$ cat src/rtl/mux_nsel_scan.sv
// N-channel W-bit registered mux with manual select and auto-scan (DWELL samples per channel).
// Latency: 1 cycle from in/sel to out; out_vld is set on the capturing edge.
// Backpressure: out_vld && !out_rdy holds out/out_ch/sel_err and freezes the scan counters.
// Optional MUX_PARITY_EN adds out_par, the XOR reduction of the captured sample.
module mux_nsel_scan #(
    parameter int N     = 4,
    parameter int W     = 1,
    parameter int SELW  = 2,
    parameter int DWELL = 4
) (
    input  logic            clk,
    input  logic            rst,
    input  logic [N*W-1:0]  in,
    input  logic [SELW-1:0] sel,
    input  logic            mode,
    input  logic            en,
    output logic [W-1:0]    out,
    output logic [SELW-1:0] out_ch,
    output logic            out_vld,
    input  logic            out_rdy,
    output logic            sel_err
`ifdef MUX_PARITY_EN
    ,
    output logic            out_par
`endif
);

    typedef enum logic [1:0] {
        IDLE = 2'd0,
        MAN  = 2'd1,
        SCAN = 2'd2
    } state_t;

    // N always fits in SELW+1 bits because 2**SELW >= N
    localparam logic [SELW:0]   N_L      = (SELW+1)'(N);
    localparam logic [SELW-1:0] CH_LAST  = SELW'(N - 1);
    localparam logic [7:0]      DWELL_M1 = 8'(DWELL - 1);

    state_t          state;
    state_t          state_nxt;
    logic            cap;
    logic            man_bad;
    logic [W-1:0]    man_dat;
    logic [W-1:0]    scan_dat;
    logic [W-1:0]    cap_dat;
    logic [SELW-1:0] ch_cnt;
    logic [7:0]      dwell_cnt;

    // State register
    always_ff @(posedge clk or posedge rst) begin
        if (rst) begin
            state <= IDLE;
        end else begin
            state <= state_nxt;
        end
    end

    // Next state: en gates everything, mode picks MAN or SCAN
    always_comb begin
        state_nxt = state;
        case (state)
            IDLE: if (en) state_nxt = mode ? SCAN : MAN;
            MAN: begin
                if (!en)      state_nxt = IDLE;
                else if (mode) state_nxt = SCAN;
            end
            SCAN: begin
                if (!en)       state_nxt = IDLE;
                else if (!mode) state_nxt = MAN;
            end
            default: state_nxt = IDLE;
        endcase
    end

    // Channel muxes; an out-of-range select matches no channel and yields zero
    always_comb begin
        man_dat  = '0;
        scan_dat = '0;
        for (int k = 0; k < N; k++) begin
            if (sel == SELW'(k))    man_dat  = in[k*W +: W];
            if (ch_cnt == SELW'(k)) scan_dat = in[k*W +: W];
        end
        man_bad = ({1'b0, sel} >= N_L);
        cap     = (state != IDLE) && (!out_vld || out_rdy);
        cap_dat = (state == SCAN) ? scan_dat : (man_bad ? '0 : man_dat);
    end

    // Output register: load on capture, drop valid when a sample drains while idle
    always_ff @(posedge clk or posedge rst) begin
        if (rst) begin
            out     <= '0;
            out_ch  <= '0;
            out_vld <= 1'b0;
            sel_err <= 1'b0;
        end else if (cap) begin
            out     <= cap_dat;
            out_ch  <= (state == SCAN) ? ch_cnt : sel;
            out_vld <= 1'b1;
            sel_err <= (state == MAN) && man_bad;
        end else if (out_rdy) begin
            out_vld <= 1'b0;
        end
    end

`ifdef MUX_PARITY_EN
    // Parity of the captured sample, held alongside out
    always_ff @(posedge clk or posedge rst) begin
        if (rst) begin
            out_par <= 1'b0;
        end else if (cap) begin
            out_par <= ^cap_dat;
        end
    end
`endif

    // Scan counters: cleared on entry to SCAN, advanced only by scan captures
    always_ff @(posedge clk or posedge rst) begin
        if (rst) begin
            ch_cnt    <= '0;
            dwell_cnt <= '0;
        end else if (state != SCAN && state_nxt == SCAN) begin
            ch_cnt    <= '0;
            dwell_cnt <= '0;
        end else if (state == SCAN && cap) begin
            if (dwell_cnt == DWELL_M1) begin
                dwell_cnt <= '0;
                ch_cnt    <= (ch_cnt == CH_LAST) ? '0 : ch_cnt + 1'b1;
            end else begin
                dwell_cnt <= dwell_cnt + 8'd1;
            end
        end
    end

endmodule

$ cat config.mk
export PLATFORM = sky130hd
export DESIGN_NAME = mux_nsel_scan
export DESIGN_NICKNAME = d
export VERILOG_FILES = /design/src/rtl/mux_nsel_scan.sv
export SDC_FILE = /design/constraint.sdc
export NUM_CORES = 1
export LEC_CHECK = 0
export ABC_AREA = 1
export CORE_MARGIN = 4
export CORE_UTILIZATION = 47
export CTS_CLUSTER_SIZE = 40
export DETAILED_ROUTE_END_ITERATION = 7
export GPL_ROUTABILITY_DRIVEN = 1
export PLACE_DENSITY = 0.74
export SYNTH_ARGS = -nofsm -noshare
export SYNTH_HDL_FRONTEND = slang
export SYNTH_SLANG_ARGS = --single-unit
$ cat constraint.sdc
create_clock -name clk -period 1.2 [get_ports clk]
set_clock_uncertainty 0.1 [all_clocks]
set_input_delay 0.12 -clock clk [delete_from_list [all_inputs] [get_ports clk]]
set_output_delay 0.12 -clock clk [all_outputs]
set_load 0.005 [all_outputs]
-- Word level (Yosys, flattened, before mapping)
Index checks and enable logic that the tools add are counted.
- add/sub/neg operators: 2
- mux-type cells: 26
- reductions and logical operators: 13
- eq/ne operators: 11
- operators with widths (cell ; count):
    8-bit two-way mux ; 3
    2-bit two-way mux ; 11
    2-bit == test, second input constant ; 6
    1-bit two-way mux ; 11
    8-bit by 1-bit adder with 8-bit output, second input constant ; 1
    8-bit by 2-bit == test with 1-bit output, second input constant ; 1
    2-bit nonzero test ; 4
    2-bit by 1-bit == test with 1-bit output, second input constant ; 3
    2-bit logical NOT ; 3
    2-bit case mux with 3 select lines ; 1
    1-bit logical AND ; 3
    2-bit by 1-bit adder with 2-bit output, second input constant ; 1
    2-bit != test, second input constant ; 1
    2-bit AND reduction ; 1
    1-bit logical NOT ; 1
    1-bit logical OR ; 1
- bits in registers: 16
- logic and storage cells: 58
- input bits: 11
- output and inout port bits: 5

-- Depth between registers and ports, before layout
Gate-level depths: netlist of run 1.
- depth in word-level cells: 7
- depth in mapped cells: 9

-- Worst setup path after synthesis of run 1
No wires, ideal clock.
- path type: reg-to-reg
- start point: register ch_cnt[0]
- end point: register out
- cell stages (with the launch flop): 9
- arrival time: 1.133 ns
- clock period less this slack: 1.349 ns
- required time: 0.984 ns
- slack: -0.149 ns
- path through: dfrtp_1 -> inv_1 -> ha_1 -> inv_1 -> or2_2 -> nand3_1 -> nand2_1 -> nand2_1 -> nand2_1
- longest elaborated chain between the ends: 6
- elaborated cells on any way between the ends: 9
- those cells by class: eq/ne: 3; mux: 5; reduce/logical: 1
- ends and longest elaborated chain (what ; line ; RTL):
    start, declared ; 46 ; logic [SELW-1:0] ch_cnt;
    start signal, assigned ; 127 ; ch_cnt <= (ch_cnt == CH_LAST) ? '0 : ch_cnt + 1'b1;
    2-bit logical NOT ; 81 ; if (ch_cnt == SELW'(k)) scan_dat = in[k*W +: W];
    1-bit two-way mux (3 in a row) ; 81 ;
    1-bit two-way mux (*) ; 81 ;
    1-bit two-way mux (*) ; 85 ; cap_dat = (state == SCAN) ? scan_dat : (man_bad ? '0 : man_dat);
    end signal, assigned ; 96 ; out <= cap_dat;
    end, declared ; 17 ; output logic [W-1:0] out,
Every way passes the cells marked *; elsewhere a longest branch is shown, timed or not.
A chain may end at the register's enable or synchronous reset.

-- Worst setup path in the final report of run 1
- start point: register dwell_cnt[0]
- end point: register dwell_cnt[2]
- longest elaborated chain between the ends: 4
- elaborated cells on any way between the ends: 5
- those cells by class: add/sub: 1; eq/ne: 1; mux: 3
- ends and longest elaborated chain (what ; line ; RTL):
    start, declared ; 47 ; logic [7:0] dwell_cnt;
    start signal, assigned ; 129 ; dwell_cnt <= dwell_cnt + 8'd1;
    8-bit by 1-bit adder with 8-bit output or 8-bit by 2-bit == test with 1-bit output (tied branches) ; 129, 125 ;
    8-bit two-way mux (*) ; 125 ; if (dwell_cnt == DWELL_M1) begin
    8-bit two-way mux (*) ; 124 ; end else if (state == SCAN && cap) begin
    8-bit two-way mux (*) ; 121 ; end else if (state != SCAN && state_nxt == SCAN) begin
Every way passes the cells marked *; elsewhere a longest branch is shown, timed or not. The select of a mux whose other input is x is not followed.

==> results.txt, run 1 <==
status - finished with violations
failing checks - setup timing
setup_tns - -0.959 ns
number of buffers created by CTS - 3
P&R area growth vs syn - 55.6%
top-area cell type share of the netlist area - 37.9%
die footprint - 0.00307 mm²
total leakage power - 0.803 nW
post-synthesis mux area share - 0%
via count - 1123
WS Path Type - reg -> reg
drt drc - 0
power share of the combinational group - 47.0%
GPL Wtd Cong - 0.851
final hold vios - 0
initial core utilization - 51.7%
initial antenna violation count - 0
fin cells - 213
Routed Wire Length - 2830 µm
Row Count - 16
top cells by area, synth - dfrtp_1 (38%), nand2_1 (10%), nand3_1 (9.0%), inv_1 (6.0%), ha_1 (5.9%)
Ys Warns - 0
Switching Fraction - 35.2%
H-Tree Depth - 1
startpoint types - register
filler cell count - 141
Synth Area in Compound Gates - 4.98%
Core ar. - 0.00204 mm²
share of cells above drive strength 1 - 39.2%
hpwl dp - 1830 µm
r2r setup slk - -0.16 ns
Peak VDD IR - 1030 µV
placed cells - 195
Pint - 1.37 mW
Synth Register Bits - 16
vias in the first global route - 1059
Reg clk slew, reported paths - 0.10 ns
final net count - 203
Worst setup EP type - register
wire per inst - 13.3 µm
largest family of logic cells by synthesized area - simple AND/OR/NAND/NOR gates
most frequent cells in the layout - buf_4 (29), nand2_1 (25), nand3_1 (15), dfrtp_1 (15), nor2_1 (13)
Post-Syn Area - 0.00106 mm²
CP required - 1.34 ns
Flop pwr share - 35.3%
Die H - 55.4 µm
XOR/XNOR Fraction of Synth Area - 2.49%
GRT Total Usage - 17.7%
RSZ-0062 raised after global routing - yes
first-pass GRT wire length - 4400 µm
largest net degree at the start of global routing - 17
TritonRoute pass-1 iters - 4
Final setup viols - 12
TritonCTS clock tree - yes
commonest non-fill, non-tap cell in the layout - buf_4
n_diodes - 0
clk sink count - 16
Routed Antenna Nets - 0
total global routing overflow - 0
via/cell ratio - 5.27
final worst slack - -0.158 ns
dpl ws - -0.254 ns
Yosys top cell by area - dfrtp_1
CP Max Fanout - 4
syn_nets - 151
Net Sw Power - 0.742 mW
clock share of power - 17.6%
Clock Tree Root - clkbuf_4
HP Class - in -> async
PortBufs - 14
Die Width - 55.4 µm
Max Cap Viol - 0
Syn Inst Count - 135
CP Data Arrival Time - 1.49 ns
sequential share of the synthesized area - 37.9%
Max Buffers Root-to-Sink - 2
I/O pin count - 16
fmax - 737 MHz
Power per Cell Area - 1280 mW/mm²
fin crit period - 1.36 ns
fin crit share - 113%
cts-stage hold buffer count - 0
Clk Latency, worst-skew pair - 0.30 ns
Post-Synth Adder-Cell Area - 5.92%
DRT iter0 DRCs - 32
Slew Limit Fails - 0
Avg Cell Area, Syn - 7.82 µm²
simple-gate share of the synthesized area - 39.9%
Synth cell types - 26
-- registers in the layout, indices dropped and copies added, names as in the netlist --
register / cells
ch_cnt: 2
dwell_cnt: 8
state: 2
out_ch: 2
out: 1
out_vld: 1
-- Yosys cell counts --
| library cell | n |
|---|---|
| nand2_1 | 28 |
| nand3_1 | 19 |
| inv_1 | 17 |
| dfrtp_1 | 16 |
| nor2_1 | 16 |
| ha_1 | 5 |
| nand4_1 | 5 |
| a21oi_1 | 3 |
| o21ai_0 | 3 |
| o21ai_1 | 3 |
| nand2_4 | 2 |
| nand3b_1 | 2 |
| nor2_4 | 2 |
| xor2_1 | 2 |
| buf_4 | 1 |
| buf_6 | 1 |
| conb_1 | 1 |
| inv_4 | 1 |
| nand2_2 | 1 |
| nand3_2 | 1 |
| nand4_4 | 1 |
| nor2_2 | 1 |
| nor2_8 | 1 |
| o21a_1 | 1 |
| or2_2 | 1 |
| xnor2_1 | 1 |
-- area by class of cell --
| class | count | area (µm²) | share of cell area, % |
|---|---|---|---|
| clock buffer | 4 | 36.3 | 2.21 |
| inverter | 18 | 72.6 | 4.42 |
| multi-input combinational | 99 | 674 | 41.1 |
| sequential | 16 | 402 | 24.4 |
| tap | 27 | 33.8 | 2.06 |
| timing repair buffer | 49 | 424 | 25.8 |
-- cells by family after synthesis --
group | count (synthesis)
buffers and inverters | 20
xor gates and xnor gates | 3
DFF | 16
and+or+nand+nor | 80
other | 1
adders and majority gates | 5
AOI/OAI and AO/OA | 10
-- final timing paths --
| kind | start | endpoint | cells past startpoint |
|---|---|---|---|
| setup / recovery | dwell_cnt[0] | dwell_cnt[2] | 6 |
| hold / removal | rst | dwell_cnt[2] | 3 |
| setup reg to reg | dwell_cnt[0] | dwell_cnt[2] | 6 |
| hold reg to reg | out | out | 2 |
| max in group asynchronous | rst | ch_cnt[1] | 3 |
| min in group clk | en | state[0] | 3 |
-- routing by layer --
layer	part of all wire (%)	global-route usage (%)
met3	5.5	3.73
met5	0	0
met2	53	33.8
met1	39	18.8
met4	3.4	6.25
-- stage by stage --
step	utilization (%)	cell area, µm²	power, mW	hold slack [ns]
2_1_floorplan	-	1090	1.15	-0.0663
3_3_place_gp	68.8	1400	1.45	0.342
3_5_place_dp	68.8	1400	1.49	0.372
4_1_cts	76.7	1570	1.98	0.0509
5_1_grt	80.5	1640	2.25	0.0637
6_report	80.5	1640	2.11	0.0314
-- critical path, stage by stage (launching register included) --
cell	delay, ns
dfrtp_1	0.44
ha_4	0.21
buf_4	0.14
xnor2_2	0.12
nor2_1	0.12
nand3_1	0.08
nand2_1	0.09
-- what timing repair did --
| action | CTS | global route |
|---|---|---|
| resized for setup | 17 | 18 |
| pin swaps | 10 | 13 |
| buffers inserted | 11 | 3 |
| setup endpoints to repair | 16 | 16 |
| gates cloned | 0 | 0 |
-- power groups by stage --
stage                     Clock (mW)  Combinational, mW  Sequential [mW]
after floorplan                    0              0.385            0.767
after global placement             0              0.694            0.756
after detailed placement           0              0.724            0.762
after CTS                      0.369              0.875            0.735
after global routing           0.398               1.08            0.768
final                          0.372              0.992            0.746
(Power assumes the default switching activity.)
==> run 2, diff against run 1 <==
--- a/config.mk
+++ b/config.mk
@@ -8,7 +8,6 @@
 export ABC_AREA = 1
 export CORE_MARGIN = 4
 export CORE_UTILIZATION = 47
-export CTS_CLUSTER_SIZE = 40
 export DETAILED_ROUTE_END_ITERATION = 7
 export GPL_ROUTABILITY_DRIVEN = 1
 export PLACE_DENSITY = 0.74
==> results of run 2 <==
No change in the layout: final DEF, timing and power equal those of run 1.
==> run 3, diff against run 2 <==
--- a/config.mk
+++ b/config.mk
@@ -7,10 +7,11 @@
 export LEC_CHECK = 0
 export ABC_AREA = 1
 export CORE_MARGIN = 4
-export CORE_UTILIZATION = 47
+export CORE_UTILIZATION = 48
 export DETAILED_ROUTE_END_ITERATION = 7
 export GPL_ROUTABILITY_DRIVEN = 1
-export PLACE_DENSITY = 0.74
+export HOLD_SLACK_MARGIN = 0.15
+export PLACE_DENSITY = 0.72
 export SYNTH_ARGS = -nofsm -noshare
 export SYNTH_HDL_FRONTEND = slang
 export SYNTH_SLANG_ARGS = --single-unit
==> constraint.sdc (replaced) <==
create_clock -name clk -period 1.7 [get_ports clk]
set_clock_uncertainty 0.1 [all_clocks]
set_input_delay 0.17 -clock clk [delete_from_list [all_inputs] [get_ports clk]]
set_output_delay 0.17 -clock clk [all_outputs]
set_load 0.005 [all_outputs]
==> results.txt, run 3 (synthesis results as in run 1) <==
slowest cell on the critical path - dfrtp_1
number of buffers created by CTS - 3
fin crit share - 86.0%
via count - 910
Die H - 54.9 µm
delay-heaviest family, CP - simple AND/OR/NAND/NOR gates
GPL Wtd Cong - 0.861
Die Width - 54.9 µm
Reg clk slew, reported paths - 0.10 ns
filler cell count - 191
Max Buffers Root-to-Sink - 2
largest net degree at the start of global routing - 17
Slew Limit Fails - 0
share of cells above drive strength 1 - 10.5%
Clk Latency, worst-skew pair - 0.30 ns
n_diodes - 0
design area - 0.00126 mm²
status - complete, no violations
P&R area growth vs syn - 19.8%
most frequent cells in the layout - nand2_1 (28), nand3_1 (19), inv_1 (17)
WS Path Type - reg -> reg
vias in the first global route - 887
hpwl dp - 1580 µm
CP bufs+invs - 0
fin crit period - 1.46 ns
drt drc - 0
fmax - 684 MHz
CP peak stage delay - 0.42 ns
GRT Total Usage - 17.1%
total global routing overflow - 0
RSZ-0062 raised after global routing - no
Core ar. - 0.00202 mm²
placed cell area - 0.00122 mm²
r2r setup slk - 0.24 ns
CP Data Arrival Time - 1.59 ns
I/O pin count - 16
commonest non-fill, non-tap cell in the layout - nand2_1
Top cell by count, worst path - nand2_1
Max Cap Viol - 0
Peak VDD IR - 752 µV
crit path cell chain - ha_1 > nand2_1 > nor2_4 > nand2_2 > nand2_1 > nand2_1 > nor2_1
die footprint - 0.00301 mm²
initial core utilization - 52.2%
startpoint types - register
Largest register FFs - 8
wire per inst - 11.2 µm
DRT iter0 DRCs - 18
final net count - 170
H-Tree Depth - 1
Power per Cell Area - 908 mW/mm²
most flop-heavy register - dwell_cnt
CP required - 1.83 ns
initial antenna violation count - 0
final hold vios - 0
first-pass GRT wire length - 3590 µm
Overall Power - 1.15 mW
clk sink count - 16
via/cell ratio - 5.06
Worst setup EP type - register
TritonRoute pass-1 iters - 4
Row Count - 16
TritonCTS clock tree - yes
Routed Antenna Nets - 0
total leakage power - 0.615 nW
setup_tns - 0 ns
Final setup viols - 0
PortBufs - 14
Clock Tree Root - clkbuf_4
Routed Wire Length - 2020 µm
CP Max Fanout - 5
HP Class - in -> reg
run 3: changes by cell type in the layout (fill, tap and decap cells not counted), moves of 5 or more:
cell,previous run,this run
buf_4,29,1
buf_6,6,0
inv_1,12,17
inv_2,5,0
run 3: timing repair:
| item | CTS | global route |
|---|---|---|
| setup buffers | 0 | 0 |
| hold buffers | 1 | 0 |
| resized for setup | 0 | 0 |
| hold endpoints to repair | 16 | 0 |
run 3: where the power goes:
group	internal, mW	switching, mW
clock network	0.131	0.127
registers	0.452	0.0882
logic	0.175	0.175
total	0.758	0.390
run 3: area by class of cell:
type | instances | area [µm²] | area share (%)
well taps | 27 | 33.8 | 2.67
flip-flops and latches | 16 | 400 | 31.7
inverters | 18 | 70.1 | 5.54
multi-input cells | 99 | 567 | 44.8
repair buffers | 16 | 158 | 12.5
clock buffers | 4 | 36.3 | 2.87
run 3: worst paths after layout:
| kind | to | start | cells after the start |
|---|---|---|---|
| hold reg to reg | out | out | 2 |
| min in group asynchronous | dwell_cnt[5] | rst | 4 |
| setup / recovery | ch_cnt[1] | dwell_cnt[0] | 7 |
| setup reg to reg | ch_cnt[1] | dwell_cnt[0] | 7 |
| hold / removal | out_vld | out_rdy | 2 |
| max in group asynchronous | ch_cnt[0] | rst | 4 |
run 3: routing by layer:
layer | vias up | track usage (%) | part of all wire (%)
li1 | 471 | - | -
met5 | - | 0 | 0
met2 | 25 | 31.3 | 50
met3 | 6 | 3.22 | 6.6
met1 | 408 | 18.0 | 41
met4 | 0 | 9.72 | 2.5
run 3: metrics by stage:
| step | std cells | setup WS [ns] | hold slack (ns) | utilization, % |
|---|---|---|---|---|
| 2_1_floorplan | 135 | 0.351 | -0.0163 | - |
| 4_1_cts | 180 | 0.228 | 0.364 | 62.6 |
| 3_5_place_dp | 175 | 0.191 | 0.380 | 60.3 |
| 5_1_grt | 180 | 0.0643 | 0.399 | 62.6 |
| 3_3_place_gp | 175 | 0.213 | 0.365 | 60.3 |
| 6_report | 180 | 0.238 | 0.375 | 62.6 |
